### config.mk
export PLATFORM = sky130hd
export DESIGN_NAME = mic1_mem_ctrl
export DESIGN_NICKNAME = d
export VERILOG_FILES = /design/src/rtl/mic1_pkg.sv /design/src/rtl/mic1_byte_sel.sv /design/src/rtl/mic1_mem_ctrl.sv
export SDC_FILE = /design/constraint.sdc
export NUM_CORES = 1
export LEC_CHECK = 0
export ABC_AREA = 1
export BUFFER_PORTS_ARGS = -buffer_cell sky130_fd_sc_hd__buf_2
export CAP_MARGIN = 40
export CELL_PAD_IN_SITES_DETAIL_PLACEMENT = 0
export CELL_PAD_IN_SITES_GLOBAL_PLACEMENT = 1
export CORE_UTILIZATION = 35
export CTS_BUF_LIST = sky130_fd_sc_hd__clkbuf_8
export CTS_CLUSTER_SIZE = 12
export DETAILED_ROUTE_END_ITERATION = 8
export PLACE_DENSITY_LB_ADDON = 0.1
export SYNTH_ARGS = -nofsm -noshare
export SYNTH_HDL_FRONTEND = slang
export SYNTH_SLANG_ARGS = --single-unit
### constraint.sdc
create_clock -name clk -period 2.6 [get_ports clk]
set_clock_uncertainty 0.1 [all_clocks]
set_input_delay 0.13 -clock clk [delete_from_list [all_inputs] [get_ports clk]]
set_output_delay 0.13 -clock clk [all_outputs]
set_load 0.02 [all_outputs]
### src/rtl/mic1_pkg.sv
// Shared types and constants for the MIC-1 memory sequencer and datapath.
package mic1_pkg;

  typedef enum logic [1:0] {
    IDLE  = 2'd0,
    DATA  = 2'd1,
    FETCH = 2'd2
  } state_e;

  // Bit positions of the memory strobes inside the MIR memory field.
  localparam int unsigned MIR_WRITE = 2;
  localparam int unsigned MIR_READ  = 1;
  localparam int unsigned MIR_FETCH = 0;

  localparam int unsigned BYTE_LANES = 4;

endpackage

### src/rtl/mic1_byte_sel.sv
// Big-endian byte lane select: lane 0 is the most significant byte of the word.
module mic1_byte_sel
  import mic1_pkg::*;
(
  input  logic [8*BYTE_LANES-1:0] word,
  input  logic [1:0]              lane,
  output logic [7:0]              byte_out
);

  always_comb begin
    byte_out = '0;
    for (int unsigned i = 0; i < BYTE_LANES; i++) begin
      if (lane == 2'(i)) byte_out = word[8*(BYTE_LANES-1-i) +: 8];
    end
  end

endmodule

### src/rtl/mic1_mem_ctrl.sv
// MIC-1 memory sequencer: captures READ/WRITE/FETCH strobes and arbitrates the
// data (MAR/MDR) and fetch (PC/MBR) ports onto one valid/ready memory bus.
module mic1_mem_ctrl
  import mic1_pkg::*;
#(
  parameter int unsigned AW = 32,
  parameter int unsigned DW = 32
) (
  input  logic          clk,
  input  logic          rst,
  input  logic          rd_req,
  input  logic          wr_req,
  input  logic          fetch_req,
  input  logic [AW-1:0] mar,
  input  logic [DW-1:0] mdr_q,
  input  logic [AW-1:0] pc,
  output logic          mem_valid,
  input  logic          mem_ready,
  output logic [AW-1:0] mem_addr,
  output logic          mem_we,
  output logic [DW-1:0] mem_wdata,
  input  logic [DW-1:0] mem_rdata,
  output logic          mdr_load,
  output logic [DW-1:0] mdr_in,
  output logic          mbr_load,
  output logic [7:0]    mbr_in,
  output logic          stall,
  output logic          err
);

  state_e        state, state_nxt;
  logic          pend_data, pend_fetch;
  logic          pend_data_nxt, pend_fetch_nxt;
  logic          data_we;
  logic [AW-1:0] data_addr;
  logic [DW-1:0] data_wdata;
  logic [AW-1:0] fetch_pc;
  logic          busy, data_done, fetch_done;
  logic          cap_data, cap_fetch;
  logic [7:0]    lane_byte;

  mic1_byte_sel u_byte_sel (
    .word     (mem_rdata[8*BYTE_LANES-1:0]),
    .lane     (fetch_pc[1:0]),
    .byte_out (lane_byte)
  );

  always_comb begin
    busy       = (state != IDLE);
    data_done  = (state == DATA)  & mem_ready;
    fetch_done = (state == FETCH) & mem_ready;
    stall      = (pend_data | pend_fetch) &
                 !((data_done & !pend_fetch) | (fetch_done & !pend_data));
    cap_data   = !stall & (rd_req | wr_req);
    cap_fetch  = !stall & fetch_req;

    pend_data_nxt  = (pend_data  & !data_done)  | cap_data;
    pend_fetch_nxt = (pend_fetch & !fetch_done) | cap_fetch;

    // The state always mirrors the highest-priority pending bit once the bus
    // is free, so a capture at edge t puts the request on the bus in cycle t+1.
    state_nxt = state;
    if (!busy || mem_ready) begin
      if (pend_data_nxt)       state_nxt = DATA;
      else if (pend_fetch_nxt) state_nxt = FETCH;
      else                     state_nxt = IDLE;
    end
  end

  always_ff @(posedge clk or negedge rst) begin
    if (!rst) begin
      state      <= IDLE;
      pend_data  <= 1'b0;
      pend_fetch <= 1'b0;
      data_we    <= 1'b0;
      data_addr  <= '0;
      data_wdata <= '0;
      fetch_pc   <= '0;
      err        <= 1'b0;
    end else begin
      state      <= state_nxt;
      pend_data  <= pend_data_nxt;
      pend_fetch <= pend_fetch_nxt;
      if (cap_data) begin
        data_we    <= wr_req;
        data_addr  <= mar << 2;
        data_wdata <= mdr_q;
        if (rd_req && wr_req) err <= 1'b1;
      end
      if (cap_fetch) fetch_pc <= pc;
    end
  end

  always_comb begin
    mem_valid = busy;
    mem_addr  = '0;
    if (state == DATA)       mem_addr = data_addr;
    else if (state == FETCH) mem_addr = {fetch_pc[AW-1:2], 2'b00};
    mem_we    = (state == DATA) & data_we;
    mem_wdata = mem_we ? data_wdata : '0;
    mdr_load  = data_done & !data_we;
    mdr_in    = mdr_load ? mem_rdata : '0;
    mbr_load  = fetch_done;
    mbr_in    = mbr_load ? lane_byte : '0;
  end

endmodule

### Word level (Yosys, flattened, before mapping)

Index checks and enable logic that the tools add are counted.

| storage, ports and cells | value |
|---|---|
| register bits | 100 |
| bits of input ports | 134 |
| output and inout bits | 110 |

| cells by class | value |
|---|---|
| equal/unequal tests | 5 |
| mux-type cells | 11 |
| bitwise logic cells | 16 |
| reductions and logical operators | 13 |

Operators by type and width:

| operator | count |
|---|---|
| 2-to-1 mux 32 bit | 4 |
| 2-to-1 mux 8 bit | 5 |
| AND 1 bit | 11 |
| zero test 1 bit | 8 |
| == test 2 bit (second input constant) | 3 |
| OR 1 bit | 5 |
| == test 2 x 1 -> 1 bit (second input constant) | 2 |
| 2-to-1 mux 2 bit | 2 |
| zero test 2 bit | 1 |
| AND reduction 2 bit | 1 |
| nonzero test 2 bit | 1 |
| logical AND 1 bit | 1 |
| logical OR 1 bit | 1 |

### Logic depth before layout (Yosys ltp)

| logic depth | value |
|---|---|
| word-level depth | 11 |
| depth in mapped cells | 9 |

### Cells and area by module

Synthesis repeated with hierarchy kept, for this count alone.

| unflattened totals | value |
|---|---|
| cell total of the unflattened synthesis | 706 |
| area, all modules | 5191.2 um^2 |

Modules (own cells, without submodules):

| module | instances | cells each | area each (um^2) | seq. area each (um^2) |
|---|---|---|---|---|
| mic1_mem_ctrl | 1 | 659 | 4927.2 | 2502.4 |
| mic1_byte_sel | 1 | 47 | 264.0 | 0.0 |

### Worst setup path before layout

No wires, ideal clock.

| timing | value |
|---|---|
| kind | reg-to-output |
| start point | reg state[1] |
| end point | out mdr_in[10] |
| arrival time | 1632 ps |
| required time | 2370 ps |
| setup slack | 738 ps |
| cell stages (with the launch flop) | 8 |
| path buffers | 2 |
| cell sequence | dfrtp_1 buf_2 inv_2 nand3_2 nor2_1 inv_1 clkbuf_1 nor2_1 |

| on the way | value |
|---|---|
| longest elaborated chain between the ends | 4 |

RTL lines:

| element | RTL line | text |
|---|---|---|
| start, declared | mic1_mem_ctrl.sv:31 | `state_e state, state_nxt;` |
| start signal, assigned | mic1_mem_ctrl.sv:81 | `state <= state_nxt;` |
| == test 2 x 1 -> 1 bit | mic1_mem_ctrl.sv:50 | `data_done = (state == DATA) & mem_ready;` |
| AND 1 bit | mic1_mem_ctrl.sv:50 |  |
| AND 1 bit | mic1_mem_ctrl.sv:101 | `mdr_load = data_done & !data_we;` |
| net mdr_load | mic1_mem_ctrl.sv:23 | `output logic mdr_load,` |
| 2-to-1 mux 32 bit | mic1_mem_ctrl.sv:102 | `mdr_in = mdr_load ? mem_rdata : '0;` |
| end, declared | mic1_mem_ctrl.sv:24 | `output logic [DW-1:0] mdr_in,` |

The timed path passes the listed nets, and every way through them passes these cells.

### Worst setup path after layout

| timing | value |
|---|---|
| start point | reg state[0] |
| end point | out mem_wdata[29] |

| on the way | value |
|---|---|
| longest elaborated chain between the ends | 3 |

RTL lines:

| element | RTL line | text |
|---|---|---|
| == test 2 x 1 -> 1 bit | mic1_mem_ctrl.sv:99 | `mem_we = (state == DATA) & data_we;` |
| AND 1 bit | mic1_mem_ctrl.sv:99 |  |
| 2-to-1 mux 32 bit | mic1_mem_ctrl.sv:100 | `mem_wdata = mem_we ? data_wdata : '0;` |
| end, declared | mic1_mem_ctrl.sv:21 | `output logic [DW-1:0] mem_wdata,` |

Every way passes these cells.

==> results.md <==
- Worst R2R Setup Slack: 550 ps
- Multiplexer share of the synthesized area: 0%
- Setup tns final: 0 ps
- # H-tree levels: 3
- CTS resizes: 0
- Number of global-route vias before repair: 5188
- Routed WL: 15800 µm
- Compound-Gate Fraction of Synth Area: 15.3%
- Max_cap viols: 0
- Top cells by area, synth: dfrtp_1, nand2_1, inv_1, o21ai_0, nor2_1
- Die Y: 123 µm
- Worst slew margin: 47.9%
- Netlist cell types: 24
- Final ANT Viol Nets: 0
- Clk buf depth: 2
- Fin nets: 1147
- Area of the mapped netlist: 0.00509 mm²
- Final Non-Filler Cells: 1198
- DIE AREA: 0.0150 mm²
- R2R depth: 8
- CP Data Required Time: 2370 ps
- Max Freq: 0.423 GHz
- Std cell rows: 43
- Adder-cell share of the synthesized area: 0%
- Worst Hold Margin: 244 ps
- Worst-Margin Slew: 782 ps
- Largest net degree at the start of global routing: 66
- Count of input and output buffers: 239
- Post-route minimum period: 2370 ps
- Root Driver: clkbuf_8
- Tot Pwr: 7.75 mW
- Ant diodes: 0
- Dpl cells: 1082
- Synth top area share: 49.2%
- Slack of the critical path: 233 ps
- Initial antenna violation count: 0
- Layout cells sized above 1: 27.0%
- Lkg Pwr: 4.55 nW
- CP startpoint kind: flop
- Synth warnings: 0
- Drt first pass iters: 4
- Ys async rst share: 100%
- HP Class: in2async
- Clk sinks: 100
- Global-route wire length before repair: 24800 µm
- Critical Path Source: state[0]
- Sequential-to-total area share from yosys stat: 49.2%
- Die Wd: 123 µm
- Layout Utilization: 54.6%
- Worst-skew pair later-pin latency: 370 ps
- Maximum VDD drop: 0.392 mV
- Cells after Synth: 689
- Reg clk slew, reported paths: 100 ps
- RR Endpoint: data_wdata[16]
- TritonCTS clock tree: yes
- XOR/XNOR Fraction of Synth Area: 0%
- Setup crit end: mem_wdata[29]
- CTS Buf Count: 9
- Setup crit end kind: primary output
- Arrival time at the worst endpoint: 2140 ps
- RSZ-0062 raised after global routing: false
- Avg WL per Cell: 13.2 µm
- Reg2reg start: state[0]
- Setup-failing EPs final: 0
- DP Wirelength: 10900 µm
- Vias: 5380
- Worst Path Max Fanout: 33
- Overflow after GRT: 0
- Final instance area: 0.00766 mm²
- Area grow syn2layout: 50.6%
- Period Utilization, post-route: 91.0%
- Number of remaining DRC errors: 0
- Core ar.: 0.0140 mm²
- Routability Congestion: 0.797
- Post-DR vias/cell: 4.49
- GR Util All Layers: 21.4%
- Starting Density: 36.2%
- Synth Area per Inst: 7.39 µm²
- Seq cells post-synth: 100
- Placed Area: 0.00648 mm²
- Status: completed
- Post-synth top flop: dfrtp_1
- Leading area contributor after synthesis: dfrtp_1
- Largest family of logic cells by synthesized area: simple AND/OR/NAND/NOR gates
- 1st-iter DRT viols: 236
- Max-slew violations: 0
- Power per Cell Area: 1010 mW/mm²
- Hold Violations, Final: 0
- Post-synth EDFFs: 0
- Io pins: 244
- Simple-gate share of the synthesized area: 22.0%
- Critical path class: reg2out
- DP Worst Slack: 567 ps
-- registers in the layout (all words and copies together), names as in the netlist --
signal	count
err	1
data_wdata	32
fetch_pc	32
pend_fetch	1
state	2
pend_data	1
data_addr	30
data_we	1
-- timing repair --
item / CTS / global route
buffers inserted: 0 / 0
hold buffers: 100 / 0
endpoints found under the hold margin: 153 / 0
-- synth_stat cells, types with 2 or more instances --
cell,count
nand2_1,172
inv_1,133
dfrtp_1,100
o21ai_0,78
nor2_1,69
o21a_1,34
nand3_1,33
clkbuf_1,27
a21oi_1,9
o21ai_1,9
buf_2,6
buf_1,2
buf_4,2
buf_6,2
inv_2,2
nand3_2,2
o211ai_1,2
-- report_power, final --
part | total (mW) | switching (mW) | internal (mW)
combinational | 4.11 | 2.66 | 1.45
sequential | 2.66 | 0.359 | 2.30
clock | 0.973 | 0.570 | 0.403
total | 7.75 | 3.59 | 4.16
-- final cells by class --
type | count | area [µm²]
fill | 1399 | 6380
timing repair buffer | 351 | 2330
clock buffer | 11 | 151
tap | 180 | 225
sequential | 100 | 2500
multi-input combinational | 416 | 1910
inverter | 135 | 507
clock inverter | 5 | 33.8
-- worst min-delay path by stage --
stage | from | endpoint | slack, ps | cells past startpoint
2_1_floorplan | rst | data_addr[10] | -270 | 0
5_1_grt | rst | data_wdata[16] | 320 | 2
3_3_place_gp | rst | data_wdata[16] | 160 | 1
3_5_place_dp | rst | data_wdata[16] | 170 | 1
6_report | rst | data_wdata[16] | 240 | 2
4_1_cts | rst | data_wdata[16] | 270 | 2
-- cell families (layout without fill, tap and decap cells) --
group                  count (synthesis)  in the layout
buffers and inverters                174            502
DFF                                  100            100
and+or+nand+nor                      279            279
other                                  1              2
AOI/OAI and AO/OA                    135            135
-- layout by cell type (no fill, tap or decap), drive strengths merged --
cell type / instances
inv: 138
dfrtp: 100
clkinv: 1
conb: 2
o21ai: 88
clkinvlp: 1
o211ai: 2
or2: 1
o21bai: 1
a21oi: 9
nand3: 36
nor2: 69
o21a: 34
a31oi: 1
nand2: 173
clkbuf: 11
buf: 251
dlygate4sd3: 100
-- worst max-delay path, cell delays in order, from the launching register on --
cell and delay [ps]:
dfrtp_1 420, inv_2 70, buf_4 340, nor2_2 70
buf_4 180, nand2_1 60, buf_4 330, nor2_1 80
buf_2 180
-- per-layer routing --
metal  wire (µm)  track usage (%)  share of wire [%]  vias to the layer above
met1        6790             25.1                 43                     2477
met2        7910             38.7                 50                      159
met3         992             5.16                6.3                       13
met5           0                0                  0                        -
met4         157             6.10               0.99                        0
li1            -                -                  -                     2731
Note: power is estimated with default switching activity, not from simulation.
